File: src/rtl/regfile_scan_reader.sv
`default_nettype none
// ============================================================================
//  Module      : regfile_scan_reader
//  Description : Walks every address of a register-file read port in order,
//                captures each word and shows one selectable byte on the
//                board LEDs. Advances on a dwell timer (auto mode) or on a
//                debounced push-button step (manual mode).
//  Revision    : 1.0 - initial release
// ============================================================================
module regfile_scan_reader #(
  parameter int ADDR_W   = 5,
  parameter int DATA_W   = 32,
  parameter int DWELL    = 50_000_000,
  parameter int DEBOUNCE = 1_000_000
) (
  input  logic              Clk,
  input  logic              Reset,
  input  logic              Start,
  input  logic              Mode_Auto,
  input  logic              Step_Btn,
  input  logic [1:0]        Byte_Sel,
  output logic [ADDR_W-1:0] R_Addr,
  input  logic [DATA_W-1:0] R_Data,
  output logic [7:0]        LED,
  output logic [ADDR_W-1:0] Cur_Addr,
  output logic              Busy,
  output logic              Done
);

  // --------------------------------------------------------------------------
  // Constants
  // --------------------------------------------------------------------------
  localparam int c_dwell_w = (DWELL > 1) ? $clog2(DWELL) : 1;
  localparam int c_deb_w   = (DEBOUNCE > 1) ? $clog2(DEBOUNCE) : 1;

  localparam logic [c_dwell_w-1:0] c_dwell_last = c_dwell_w'(DWELL - 1);
  localparam logic [c_dwell_w-1:0] c_dwell_one  = c_dwell_w'(1);
  localparam logic [c_deb_w-1:0]   c_deb_last   = c_deb_w'(DEBOUNCE - 1);
  localparam logic [c_deb_w-1:0]   c_deb_one    = c_deb_w'(1);
  localparam logic [ADDR_W-1:0]    c_addr_last  = '1;
  localparam logic [ADDR_W-1:0]    c_addr_one   = ADDR_W'(1);

  // Scan state encoding
  localparam logic [2:0] c_st_idle  = 3'd0;
  localparam logic [2:0] c_st_setup = 3'd1;
  localparam logic [2:0] c_st_latch = 3'd2;
  localparam logic [2:0] c_st_show  = 3'd3;
  localparam logic [2:0] c_st_done  = 3'd4;

  // --------------------------------------------------------------------------
  // Declarations
  // --------------------------------------------------------------------------
  logic [2:0]           state_q, state_d;
  logic [ADDR_W-1:0]    raddr_q, raddr_d;
  logic [ADDR_W-1:0]    cur_q, cur_d;
  logic [DATA_W-1:0]    data_q, data_d;
  logic [c_dwell_w-1:0] dwell_q, dwell_d;

  logic                 sync1_q, sync2_q;
  logic                 deb_q, deb_prev_q;
  logic [c_deb_w-1:0]   deb_cnt_q;
  logic                 start_prev_q;

  logic                 w_start_edge;
  logic                 w_step;
  logic                 w_advance;
  logic                 w_at_last;

  // --------------------------------------------------------------------------
  // Event detection
  // --------------------------------------------------------------------------
  // Start edge uses the previous-cycle level; the edge is consumed whatever
  // state sees it, so a Start while busy is simply lost.
  assign w_start_edge = Start & ~start_prev_q;

  // One-cycle pulse on each rising edge of the debounced button level.
  assign w_step = deb_q & ~deb_prev_q;

  // The scan leaves SHOW either on dwell expiry (auto) or on a step (manual).
  // Mode_Auto is looked at every SHOW cycle, so a mode change takes effect
  // immediately while the dwell count is preserved.
  assign w_advance = (state_q == c_st_show) &&
                     (Mode_Auto ? (dwell_q == c_dwell_last) : w_step);

  assign w_at_last = (raddr_q == c_addr_last);

  // Start edge flop, button synchroniser and debouncer.
  always_ff @(posedge Clk or negedge Reset) begin
    if (!Reset) begin
      start_prev_q <= 1'b0;
      sync1_q      <= 1'b0;
      sync2_q      <= 1'b0;
      deb_q        <= 1'b0;
      deb_prev_q   <= 1'b0;
      deb_cnt_q    <= '0;
    end else begin
      start_prev_q <= Start;
      sync1_q      <= Step_Btn;
      sync2_q      <= sync1_q;
      deb_prev_q   <= deb_q;
      // The debounced level follows only after DEBOUNCE consecutive cycles
      // of disagreement; any agreeing cycle restarts the count.
      if (sync2_q != deb_q) begin
        if (deb_cnt_q == c_deb_last) begin
          deb_q     <= sync2_q;
          deb_cnt_q <= '0;
        end else begin
          deb_cnt_q <= deb_cnt_q + c_deb_one;
        end
      end else begin
        deb_cnt_q <= '0;
      end
    end
  end

  // --------------------------------------------------------------------------
  // Scan state machine
  // --------------------------------------------------------------------------
  // State register.
  always_ff @(posedge Clk or negedge Reset) begin
    if (!Reset) begin
      state_q <= c_st_idle;
    end else begin
      state_q <= state_d;
    end
  end

  // Next-state logic.
  always_comb begin
    state_d = state_q;
    case (state_q)
      c_st_idle: begin
        if (w_start_edge) state_d = c_st_setup;
      end
      c_st_setup: begin
        // One settle cycle for the combinational read path.
        state_d = c_st_latch;
      end
      c_st_latch: begin
        state_d = c_st_show;
      end
      c_st_show: begin
        if (w_advance) state_d = w_at_last ? c_st_done : c_st_setup;
      end
      c_st_done: begin
        if (w_start_edge) state_d = c_st_setup;
      end
      default: begin
        state_d = c_st_idle;
      end
    endcase
  end

  // State-decoded outputs and LED byte mux of the captured word.
  always_comb begin
    Busy     = (state_q == c_st_setup) || (state_q == c_st_latch) ||
               (state_q == c_st_show);
    Done     = (state_q == c_st_done);
    R_Addr   = raddr_q;
    Cur_Addr = cur_q;
    case (Byte_Sel)
      2'b00:   LED = data_q[7:0];
      2'b01:   LED = data_q[15:8];
      2'b10:   LED = data_q[23:16];
      default: LED = data_q[31:24];
    endcase
  end

  // --------------------------------------------------------------------------
  // Datapath
  // --------------------------------------------------------------------------
  // Next values for read address, capture registers and dwell counter.
  always_comb begin
    raddr_d = raddr_q;
    cur_d   = cur_q;
    data_d  = data_q;
    dwell_d = dwell_q;
    case (state_q)
      c_st_idle, c_st_done: begin
        if (w_start_edge) raddr_d = '0;
      end
      c_st_latch: begin
        // R_Data is only ever sampled here.
        data_d  = R_Data;
        cur_d   = raddr_q;
        dwell_d = '0;
      end
      c_st_show: begin
        if (w_advance) begin
          // The address stops at the top; it never wraps within a scan.
          if (!w_at_last) raddr_d = raddr_q + c_addr_one;
        end else if (Mode_Auto) begin
          dwell_d = dwell_q + c_dwell_one;
        end
      end
      default: begin
      end
    endcase
  end

  // Datapath registers.
  always_ff @(posedge Clk or negedge Reset) begin
    if (!Reset) begin
      raddr_q <= '0;
      cur_q   <= '0;
      data_q  <= '0;
      dwell_q <= '0;
    end else begin
      raddr_q <= raddr_d;
      cur_q   <= cur_d;
      data_q  <= data_d;
      dwell_q <= dwell_d;
    end
  end

endmodule
`default_nettype wire

File: config.mk
export PLATFORM = sky130hd
export DESIGN_NAME = regfile_scan_reader
export DESIGN_NICKNAME = d
export VERILOG_FILES = /design/src/rtl/regfile_scan_reader.sv
export SDC_FILE = /design/constraint.sdc
export NUM_CORES = 1
export LEC_CHECK = 0
export ABC_CLOCK_PERIOD_IN_PS = 4800
export CAP_MARGIN = 20
export CORE_ASPECT_RATIO = 1.75
export CORE_MARGIN = 2
export CORE_UTILIZATION = 35
export CTS_CLUSTER_SIZE = 8
export DETAILED_ROUTE_END_ITERATION = 7
export PLACE_DENSITY = 0.54
export SYNTH_ARGS = -nofsm -noshare
export SYNTH_HDL_FRONTEND = slang
export SYNTH_SLANG_ARGS = --single-unit
File: constraint.sdc
create_clock -name Clk -period 4.8 [get_ports Clk]
set_clock_uncertainty 0.1 [all_clocks]
set_input_delay 0.72 -clock Clk [delete_from_list [all_inputs] [get_ports Clk]]
set_output_delay 0.72 -clock Clk [all_outputs]
set_load 0.02 [all_outputs]
=== Yosys cells after proc, flatten, opt, wreduce, memory -nomap -nowiden ===
Cells that the tools add are included.

* Memories kept: 0
* Memory bits (writable): 0
* Output and inout bits: 20
* Register bits after elaboration: 96
* Latch bits: 0
* Bits in read-only memories: 0
* Logic and storage cells: 60

* Muxes and demuxes: 15
* Div/mod/pow operators: 0
* Shift-type cells: 0
* Reduce and logical (&&, ||, !) cells: 12
* Add/sub/neg operators: 3
* Equal/unequal tests: 15
* $lt $le $gt $ge: 0
* Bitwise logic cells: 4
* $mul: 0

{| class="wikitable"
|+ Operators with widths
! kind !! number
|-
| 26-bit 2-to-1 mux || 2
|-
| 26-bit one-hot mux with 2 select lines || 1
|-
| 20-bit 2-to-1 mux || 2
|-
| 26-bit by 1-bit adder with 26-bit output, second input constant || 1
|-
| 26-bit == test, second input constant || 1
|-
| 8-bit one-hot mux with 3 select lines || 1
|-
| 20-bit by 1-bit adder with 20-bit output, second input constant || 1
|-
| 20-bit == test, second input constant || 1
|-
| 5-bit 2-to-1 mux || 3
|-
| 3-bit one-hot mux with 4 select lines || 1
|-
| 5-bit one-hot mux with 2 select lines || 1
|-
| 3-bit 2-to-1 mux || 3
|-
| 2-bit != test, second input constant || 4
|-
| 3-bit by 2-bit == test with 1-bit output, second input constant || 2
|-
| 5-bit by 1-bit adder with 5-bit output, second input constant || 1
|-
| 5-bit == test, second input constant || 1
|-
| 2-bit AND reduction || 2
|-
| 4-bit AND reduction || 1
|-
| 2-bit nonzero test || 2
|-
| 3-bit by 1-bit == test with 1-bit output, second input constant || 1
|-
| 3-bit == test, second input constant || 1
|-
| 3-bit logical NOT || 1
|-
| 3-bit AND reduction || 1
|-
| 1-bit AND || 2
|-
| 10 further kinds || 12
|}

=== Depth between registers and ports, before layout ===
* Depth in word-level cells: 6
* Gate-level depth with buffers: 9

=== Worst setup path before layout ===
Ideal clock, no wire load.

* Path kind: in2reg
* From: input Mode_Auto
* To: register dwell_q[13]
* Stages on the path: 7
* Slack: 2.174 ns
* Arrival time: 2.402 ns
* Path through: buf_2 nand4b_1 or4_4 o311a_4 buf_6 and3_1 a211o_1

* Cells in the longest elaborated chain, start to end: 4
* Elaborated cells on any way between the ends: 5

{| class="wikitable"
|+ Ends and longest elaborated chain
! element !! line !! RTL
|-
| from (decl) || 19 || <nowiki>input logic Mode_Auto,</nowiki>
|-
| 1-bit 2-to-1 mux || 83 || <nowiki>(Mode_Auto ? (dwell_q == c_dwell_last) : w_step);</nowiki>
|-
| 1-bit logical AND || 82 || <nowiki>assign w_advance = (state_q == c_st_show) &&</nowiki>
|-
| 2-bit != test (no source line) || n/a ||
|-
| 3-bit AND reduction (no source line) (*) || n/a ||
|-
| to (signal assigned) || 212 || <nowiki>dwell_q <= dwell_d;</nowiki>
|-
| to (decl) || 57 || <nowiki>logic [c_dwell_w-1:0] dwell_q, dwell_d;</nowiki>
|}

Mark *: on every way between the ends. The rest lies on a longest branch, timed or not.
A chain may end at the register's enable or synchronous reset.

=== Worst setup path after layout ===
* From: input Byte_Sel[0]
* To: output LED[7]

* Cells in the longest elaborated chain, start to end: 2
* Elaborated cells on any way between the ends: 4

{| class="wikitable"
|+ Ends and longest elaborated chain
! element !! line !! RTL
|-
| from (decl) || 21 || <nowiki>input logic [1:0] Byte_Sel,</nowiki>
|-
| 2-bit == test (tied with other cells) || 161 || <nowiki>case (Byte_Sel)</nowiki>
|-
| 8-bit one-hot mux with 3 select lines (*) || 161 ||
|-
| to (decl) || 24 || <nowiki>output logic [7:0] LED,</nowiki>
|}

Marks and branches as above.

==> results_dict.tcl <==
set metrics [dict create \
    status "finished clean" \
    synth_area_um2 4770 \
    cp.required_ps 3980 \
    first_iter_violations 193 \
    setup_viol 0 \
    place.gp.congestion 0.799 \
    clock-root-buffer "clkbuf_16" \
    holdPathEnd "sync2_q" \
    grt_max_degree 66 \
    postSynthCellCount 498 \
    dp_hpwl_mm 8.25 \
    cts.path.max_buffers 2 \
    power_mw 2.78 \
    drv_cap 0 \
    top_level_ports 59 \
    endpoint_kind "output pin" \
    critPathSlowestCell "clkdlybuf4s50_1" \
    drc 0 \
    globalRouteOverflowTotal 0 \
    core_area_um2 13400 \
    timing.final.hold_violations 0 \
    path_buf_inv 2 \
    synthFlopType "dfrtp_1" \
    min_path_cells 0 \
    ys_ff_latch 96 \
    rr_startpoint "dwell_q[0]" \
    hold_buffers 0 \
    viasPerCell 5.17 \
    final_net_count 591 \
    grt_pass1_vias 3813 \
    cts_sinks 96 \
    post-place-ws_ps 1110 \
    leakagePower_nw 2.65 \
    rsz0062_at_grt "false" \
    setup_ws_ps 1300 \
    fp.dieW_um 92.3 \
    num_vias 3760 \
    rrSetupSlack_ps 1980 \
    fillCellCount 1336 \
    arrival_ps 2680 \
    max_stage_delay_ps 810 \
    routedWlPerCell_um 16.0 \
    clock_latency_ps 340 \
    fin_crit_sh 0.730 \
    cts_tree "built" \
    rr_worst_depth 6 \
    timing.final.crit_period_ps 3500 \
    postCtsResizedCells 0 \
    min_path_type "reg2reg" \
    firstDrtPassIters 4 \
    post_cts_buffers 0 \
    grt_pass1_wl_mm 19.0 \
    layout-drive-gt1-share 0.0759 \
    synth_cell_types 58 \
    hp-start "sync1_q" \
    grt_util_all_layers 0.165 \
    setup_tns_ps 0 \
    ys_async_sr_fraction 1.00 \
    portBuffers 58 \
    area_growth_pct 20.6 \
    antenna_found_initial 0 \
    synth_seq_area_share 0.503 \
    synth_edf_count 0 \
    initial_core_util 0.357 \
    timing.rr.end "dwell_q[20]" \
    rows 56 \
    cts_made_buffers 9 \
    path_delay_family "buffers and inverters" \
    path_cells "clkdlybuf4s50_1 -> mux4_2 -> clkdlybuf4s50_1" \
    ys.warnings.count 0 \
    power_density_nw_per_um2 484 \
    die_area_um2 14600 \
    worst-setup-path-type "in2out" \
    critPathMaxFanout 8 \
    relSlewSlack 0.262 \
    critPathMostFrequentCell "clkdlybuf4s50_1" \
    maxClockFrequency_mhz 285 \
    antennaDiodeCount 0 \
    maxSlewViolCount 0 \
    syn_area_per_cell_um2 9.58 \
    antenna_left 0 \
    syn-num-nets 541 \
    htreeDepth 3 \
    peakVddDrop_uv 310 \
    worst_pin_slew_ps 1100 \
    critPathLaunchType "input port" \
    clk_pin_slew_ps 60 \
    die_h_um 158 \
    drt_wl_total_mm 11.6 \
]
cells in the final DEF (no fill, tap or decap), drive strengths merged, types with 5 or more instances in the layout:
master,count
nand2,147
dfrtp,96
clkdlybuf4s50,57
nor2,32
nand3,22
nor3,19
and3,18
a211o,13
nand4,13
clkbuf,12
xor2,11
xnor2,9
mux4,8
inv,7
nor4,7
o21ai,6
buf,5
metrics by stage:
step,cells,cell area (um^2),utilization,hold slack (ps)
finish,727,5750,0.430,260
global route,727,5750,0.430,273
detailed placement,710,5460,0.408,246
global placement,710,5460,0.408,241
floorplan,498,4770,-,231
CTS,726,5750,0.430,269
routing by layer:
metal	vias up	share of wire	track usage
li1	1837	-	-
met1	1874	0.41	0.185
met2	42	0.56	0.315
met3	7	0.021	0.0274
met4	0	0.010	0.0547
met5	-	0	0
flip-flops by register name, indices dropped and copies added (netlist names):
name,flops
data_q,32
dwell_q,26
deb_cnt_q,20
Cur_Addr,5
R_Addr,5
state_q,3
deb_prev_q,1
deb_q,1
start_prev_q,1
sync1_q,1
sync2_q,1
power breakdown:
group / switching, mW / total (mW) / internal (mW)
combinational: 0.483 / 0.888 / 0.405
sequential: 0.175 / 1.19 / 1.02
clock: 0.300 / 0.704 / 0.403
worst max-delay path by stage:
stage | startpoint | to | depth (start not counted)
after floorplan | Mode_Auto | dwell_q[13] | 7
after global placement | Mode_Auto | dwell_q[3] | 6
after detailed placement | Mode_Auto | dwell_q[20] | 6
after CTS | Byte_Sel[0] | LED[7] | 3
after global routing | Byte_Sel[0] | LED[5] | 3
final | Byte_Sel[0] | LED[7] | 3
cells in the mapped netlist, types with 3 or more instances:
cell type	number	area [um^2]
a211o_1	13	114
nand3_1	22	110
nand4_1	12	75.1
nor4b_1	4	35.0
a21oi_1	4	20.0
nor3_1	19	95.1
nor4_1	6	37.5
nand2_1	147	552
or2_2	3	18.8
ha_1	4	50.1
dfrtp_1	96	2400
clkbuf_1	16	60.1
o21ai_0	6	30.0
nor2_1	32	120
buf_6	4	45.0
and2_1	4	25.0
xnor2_1	9	78.8
mux4_2	8	180
o211ai_1	3	22.5
and4_1	4	35.0
xor2_1	11	96.3
inv_1	7	26.3
a31oi_1	4	25.0
and3_1	17	106
area by class of cell:
cell class / instances / area, um^2 / share of cell area
clock buffers: 11 / 233 / 0.0404
multi-input cells: 371 / 2200 / 0.383
repair buffers: 63 / 613 / 0.107
well taps: 174 / 218 / 0.0378
flip-flops and latches: 96 / 2400 / 0.417
inverters: 7 / 26.3 / 0.00457
clock inverters: 5 / 57.6 / 0.0100
cells by family (layout without fill, tap and decap cells):
kind of cell / after synthesis / count (layout) / synth area share
AOI/OAI and AO/OA: 47 / 47 / 0.0820
xor gates and xnor gates: 20 / 20 / 0.0367
adders and majority gates: 4 / 4 / 0.0105
buffers and inverters: 31 / 86 / 0.0354
DFF: 96 / 96 / 0.503
muxes: 10 / 10 / 0.0422
and+or+nand+nor: 290 / 290 / 0.290
No activity file was read; power rests on OpenSTA's default activity.
